<file path="config.mk">
export PLATFORM = sky130hd
export DESIGN_NAME = io_uart_drain
export DESIGN_NICKNAME = d
export VERILOG_FILES = /design/src/rtl/io_uart_drain.sv
export SDC_FILE = /design/constraint.sdc
export NUM_CORES = 1
export LEC_CHECK = 0
export CAP_MARGIN = 20
export CORE_UTILIZATION = 54
export DETAILED_ROUTE_END_ITERATION = 12
export GPL_ROUTABILITY_DRIVEN = 0
export PLACE_DENSITY = 0.94
export SYNTH_ARGS = -nofsm -noshare
export SYNTH_HDL_FRONTEND = slang
export SYNTH_SLANG_ARGS = --single-unit
export TNS_END_PERCENT = 100
</file>
<file path="constraint.sdc">
create_clock -name clk -period 6.1 [get_ports clk]
set_input_delay 1.22 -clock clk [delete_from_list [all_inputs] [get_ports clk]]
set_output_delay 1.22 -clock clk [all_outputs]
set_load 0.1 [all_outputs]
</file>
<file path="src/rtl/io_uart_drain.sv">
// Output-buffer drain: pops bytes from the core's IO output buffer and sends them as UART frames, 8N1, LSB first.
// Define IO_UART_DRAIN_PARITY_EN to add an even-parity bit, giving 8E1 frames.
module io_uart_drain #(
    parameter int CLKS_PER_BIT = 868,
    parameter int COUNT_WIDTH  = 32
) (
    input  logic                   clk,
    input  logic                   reset,
    input  logic                   tx_enable,
    output logic                   io_output_en,
    input  logic [7:0]             io_output_data,
    input  logic [31:0]            io_buffer_size_avai,
    output logic                   tx,
    output logic                   busy,
    output logic [COUNT_WIDTH-1:0] bytes_sent
);

    typedef enum logic [2:0] {
        S_IDLE,
        S_START,
        S_DATA,
        S_PARITY,
        S_STOP
    } state_t;

    localparam logic [15:0] LAST_TICK = 16'(CLKS_PER_BIT - 1);

    state_t                 state_q, state_d;
    logic [15:0]            bit_cnt_q, bit_cnt_d;
    logic [2:0]             bit_idx_q, bit_idx_d;
    logic [7:0]             shift_q, shift_d;
    logic                   hold_valid_q, hold_valid_d;
    logic [7:0]             hold_data_q, hold_data_d;
    logic                   cooldown_q, cooldown_d;
    logic                   tx_q, tx_d;
    logic [COUNT_WIDTH-1:0] bytes_sent_q, bytes_sent_d;
`ifdef IO_UART_DRAIN_PARITY_EN
    logic                   parity_q, parity_d;
`endif

    logic pop;
    logic bit_done;

    // Occupancy lags a pop by one cycle, so the cycle after a strobe is always skipped.
    assign pop      = !hold_valid_q && tx_enable && (io_buffer_size_avai != 32'd0) && !cooldown_q;
    assign bit_done = (bit_cnt_q == LAST_TICK);

    always_comb begin
        cooldown_d   = pop;
        hold_valid_d = hold_valid_q;
        hold_data_d  = hold_data_q;
        state_d      = state_q;
        shift_d      = shift_q;
        bit_idx_d    = bit_idx_q;
        bit_cnt_d    = bit_cnt_q + 16'd1;
        bytes_sent_d = bytes_sent_q;
`ifdef IO_UART_DRAIN_PARITY_EN
        parity_d     = parity_q;
`endif

        if (pop) begin
            hold_valid_d = 1'b1;
            hold_data_d  = io_output_data;
        end

        case (state_q)
            S_IDLE: begin
                bit_cnt_d = 16'd0;
                if (hold_valid_q) begin
                    shift_d      = hold_data_q;
                    hold_valid_d = 1'b0;
                    state_d      = S_START;
`ifdef IO_UART_DRAIN_PARITY_EN
                    parity_d     = ^hold_data_q;
`endif
                end
            end
            S_START: begin
                if (bit_done) begin
                    bit_cnt_d = 16'd0;
                    bit_idx_d = 3'd0;
                    state_d   = S_DATA;
                end
            end
            S_DATA: begin
                if (bit_done) begin
                    bit_cnt_d = 16'd0;
                    shift_d   = {1'b0, shift_q[7:1]};
                    if (bit_idx_q == 3'd7) begin
`ifdef IO_UART_DRAIN_PARITY_EN
                        state_d = S_PARITY;
`else
                        state_d = S_STOP;
`endif
                    end else begin
                        bit_idx_d = bit_idx_q + 3'd1;
                    end
                end
            end
`ifdef IO_UART_DRAIN_PARITY_EN
            S_PARITY: begin
                if (bit_done) begin
                    bit_cnt_d = 16'd0;
                    state_d   = S_STOP;
                end
            end
`endif
            S_STOP: begin
                if (bit_done) begin
                    bit_cnt_d    = 16'd0;
                    bytes_sent_d = bytes_sent_q + 1'b1;
                    state_d      = S_IDLE;
                end
            end
            default: begin
                bit_cnt_d = 16'd0;
                state_d   = S_IDLE;
            end
        endcase

        // The line level is decoded from the next state so that tx is registered yet changes in step with the FSM.
        case (state_d)
            S_START: tx_d = 1'b0;
            S_DATA:  tx_d = shift_d[0];
`ifdef IO_UART_DRAIN_PARITY_EN
            S_PARITY: tx_d = parity_d;
`endif
            default: tx_d = 1'b1;
        endcase
    end

    always_ff @(posedge clk or posedge reset) begin
        if (reset) begin
            state_q      <= S_IDLE;
            bit_cnt_q    <= 16'd0;
            bit_idx_q    <= 3'd0;
            shift_q      <= 8'd0;
            hold_valid_q <= 1'b0;
            hold_data_q  <= 8'd0;
            cooldown_q   <= 1'b0;
            tx_q         <= 1'b1;
            bytes_sent_q <= '0;
`ifdef IO_UART_DRAIN_PARITY_EN
            parity_q     <= 1'b0;
`endif
        end else begin
            state_q      <= state_d;
            bit_cnt_q    <= bit_cnt_d;
            bit_idx_q    <= bit_idx_d;
            shift_q      <= shift_d;
            hold_valid_q <= hold_valid_d;
            hold_data_q  <= hold_data_d;
            cooldown_q   <= cooldown_d;
            tx_q         <= tx_d;
            bytes_sent_q <= bytes_sent_d;
`ifdef IO_UART_DRAIN_PARITY_EN
            parity_q     <= parity_d;
`endif
        end
    end

    assign io_output_en = pop;
    assign tx           = tx_q;
    assign busy         = (state_q != S_IDLE) | hold_valid_q;
    assign bytes_sent   = bytes_sent_q;

endmodule

</file>
# Yosys cells after proc, flatten, opt, wreduce, memory -nomap -nowiden
# Cells that the tools add are included.
# op_classes
n_bitwise	1
n_eq_ne	11
muxes	19
n_addsub	3
n_reduce_logical	14
# op_table
operator	count
adder 32 x 1 -> 32 bit (second input constant)	1
two-way mux 16 bit	2
nonzero test 32 bit	1
two-way mux 3 bit	8
adder 16 x 1 -> 16 bit (second input constant)	1
equality test 16 x 10 -> 1 bit (second input constant)	1
two-way mux 8 bit	2
one-hot mux 8 bit (2 select lines)	1
one-hot mux 3 bit (4 select lines)	1
inequality test 2 bit (second input constant)	4
equality test 3 x 1 -> 1 bit (second input constant)	2
equality test 3 x 2 -> 1 bit (second input constant)	2
equality test 3 bit (second input constant)	2
one-hot mux 3 bit (2 select lines)	1
AND reduction 4 bit	1
nonzero test 2 bit	2
adder 3 x 1 -> 3 bit (second input constant)	1
logical AND 1 bit	3
logical NOT 3 bit	1
two-way mux 1 bit	3
AND reduction 3 bit	1
nonzero test 3 bit	1
OR reduction 3 bit	1
logical NOT 1 bit	2
other kinds (3)	3
# totals
in_bits	43
register_bits	73
out_inout_bits	35

# Depth between registers and ports, before layout
# depth
word_depth	7
depth_mapped	7

# Worst setup path before layout
# No wires, ideal clock.
# synth_path
path_kind	input to output
start	input port io_buffer_size_avai[24]
end	output port io_output_en
slack_ns	2.394
arrival_time_ns	2.486
stages	4
n_path_buf	0
cell_sequence	nor4_1 > nand4_1 > o211ai_2 > inv_1
# synth_between
elab_chain_len	3
# synth_lines
item	line	rtl
start, declared	12	input logic [31:0] io_buffer_size_avai,
nonzero test 32 bit	45	assign pop = !hold_valid_q && tx_enable && (io_buffer_size_avai != 32'd0) && !cooldown_q;
logical AND 1 bit (2 in a row)	45	
end, declared	10	output logic io_output_en,
# No other way between the ends.

# Final worst setup path
# layout_path
start	input port io_buffer_size_avai[1]
end	output port io_output_en
# Same word-level chain as after synthesis.

==> reports/results.ini <==
[run_status]
status=complete, no violations

[route]
dr.pass1.iters=4
vias_per_cell=5.91
wl_per_cell_um=17.6
route.vias.total=2764
route.detailed.drc=0
wl_um=8210
first_iter_violations=179
ant_nets=0

[hold_path]
hold_path_class=reg -> reg
hp-start=bit_cnt_q[0]$_DFF_PP0_
hold_path_end=bit_cnt_q[0]$_DFF_PP0_
holdPathStages=1

[global_route]
grt_first_pass_wirelength_um=13600
antenna_found_initial=0
grt_use_total_pct=27.3
gr-total-overflow=0
grt_start_max_net_pins=74
grt_pass1_vias=2953

[floorplanning]
die_y_um=82.2
dieArea_sq_um=6760
boundaryPins=78
rows=28
die_x_um=82.2
start_util_pct=57.3
coreArea_sq_um=6060

[sta]
fmax_mhz=202
fin_skew_ps=7.76
slew_viol_final=0
worstMarginPinSlew_ps=1030
relSlewSlack_pct=31.0
setup_viol=0
finalHoldViolCount=0
period_needed_ps=4950
fin_setup_tns_ps=0
rsz0062_at_grt=false
period_share_pct=81.2

[setup_path]
cp_max_fo=10
cp_data_required_time_ps=4880
r2r-end=bytes_sent[15]$_DFFE_PP0P_
worst-r2r-setup-slack_ps=3610
path_cells=clkdlybuf4s50_1 > nor4_1 > nand4_1 > o211ai_2 > inv_1 > clkdlybuf4s50_1
r2r_start=bit_cnt_q[0]$_DFF_PP0_
worstRegToRegCells=6
cp-startpoint=io_buffer_size_avai[1]
start_kind=primary input
max_stage_delay_ps=1000
end_kind=primary output
arrival_ps=3730
worstSetupPathType=in -> out
cp_common_cell=clkdlybuf4s50_1
crit_path_top_delay_cell=clkdlybuf4s50_1

[pwr]
p_leak_nw=2.07
total_power_mw=1.06
powerDensity_nw_per_um2=234
irDropWorstVdd_mv=0.210

[layout]
syn_to_final_growth_pct=31.0
insertedDiodeCount=0
drive_above_1_share_pct=11.2
fin_nets=435
nFillCells=376

[clock_network]
postCtsSetupBuffers=0
cts-hold-fix-buffers=0
path_clk_slew_ps=80
cts-root-buf=clkbuf_8
numCtsBuffers=9
clk_path_buf_depth=2
ctsHtreeMaxLevel=3
clkLatencyLatePin_ps=340
cts_tree=yes
cts_resized=0
clkSinkCount=73

[synth]
synth_edf_count=0
syn_nets=354
synth_cells=307
syn_area_sq_um=3470
synth_cell_types=40
postSynth.asyncResetShare_pct=100
synth_flop_cell=dfrtp_1
avgSynthCellArea_sq_um=11.3
yosysWarnings=0
ys_seq_area_share_pct=52.6
ys_ff_latch=73

[place]
io_buffers=77
hpwl_um=5370

[flow_run]
cap_violations=0

-- synthesized netlist by cell type, drive strengths merged, types with 2 or more instances --
cell    instances  share of area (%)
buf             4               0.94
and2            4               0.72
nor4b           2                1.1
o21ai           6               0.86
nand4          17                3.7
nor2           26                2.8
and4            3               0.76
clkbuf          4               0.47
dfrtp          72                 52
nor4           13                3.4
inv             5               0.54
nand3          19                3.3
xnor2          31                8.0
nand2          23                2.5
mux2           11                3.6
a22o            9                2.3
and3           13                2.3
a21o            7                1.5
xor2           15                3.8
ha              4                1.4
nor3            9                1.3
-- where the power goes --
group          switching (mW)  total [mW]  leakage (nW)  internal (mW)
Combinational          0.0260      0.0718         0.968         0.0458
Sequential             0.0154       0.525         0.979          0.510
Clock                   0.184       0.468         0.123          0.284
-- worst max-delay path, delay by kind of cell --
kind	cells	cell delay, ps
buf+inv	3	1540
compound gates	1	490
simple gates	2	480
-- cell families after synthesis --
group / synth area share [%]
xor+xnor: 11.8
compound gates: 6.01
mux: 3.57
buf+inv: 1.94
fa+ha+maj: 1.44
simple gates: 22.6
flops: 52.6
-- worst max path at each step --
stage | to | slack, ps
2_1_floorplan | io_output_en | 2390
3_3_place_gp | io_output_en | 1240
3_5_place_dp | io_output_en | 1140
4_1_cts | io_output_en | 1150
5_1_grt | io_output_en | 930
6_report | io_output_en | 1150
-- through the flow --
step | std cells | setup WS [ps] | utilization, % | hold slack, ps | instance area, sq um
6_report | 468 | 1150 | 75.1 | 482 | 4550
2_1_floorplan | 307 | 2390 | - | 450 | 3470
3_5_place_dp | 452 | 1140 | 70.9 | 467 | 4300
3_3_place_gp | 452 | 1240 | 70.9 | 459 | 4300
4_1_cts | 468 | 1150 | 75.1 | 486 | 4550
5_1_grt | 468 | 929 | 75.1 | 498 | 4550
-- layer usage --
layer	routed length [um]	up-vias	share of wire, %	global-route usage [%]
met2	4300	83	52	45.6
met1	3370	1405	41	31.9
met4	214	0	2.6	14.6
li1	-	1258	-	-
met5	0	-	0	0
met3	329	18	4.0	7.80
-- sequential cells by signal, indices dropped and copies added, names as in the netlist --
register and flops:
bytes_sent 32, bit_cnt_q 16, hold_data_q 8, shift_q 8, bit_idx_q 3, state_q 3, cooldown_q 1, hold_valid_q 1
tx 1
-- area by class of cell --
type	count	area [sq um]	share of cell area (%)
multi-input combinational	221	1580	34.7
sequential	73	1830	40.2
tap	75	93.8	2.06
inverter	5	18.8	0.412
clock buffer	10	138	3.02
clock inverter	6	115	2.53
timing repair buffer	78	778	17.1
-- cells in the final DEF (no fill, tap or decap), drive strengths merged, types with 3 or more instances in the layout --
cell type and count:
a21o 7, a22o 9, and2 4, and3 13, and4 3, bufinv 3, clkbuf 10, clkdlybuf4s50 77
dfrtp 72, ha 4, inv 5, mux2 11, nand2 23, nand3 19, nand4 17, nor2 26
nor3 9, nor4 13, o21ai 6, xnor2 31, xor2 15
(Power assumes the default switching activity.)
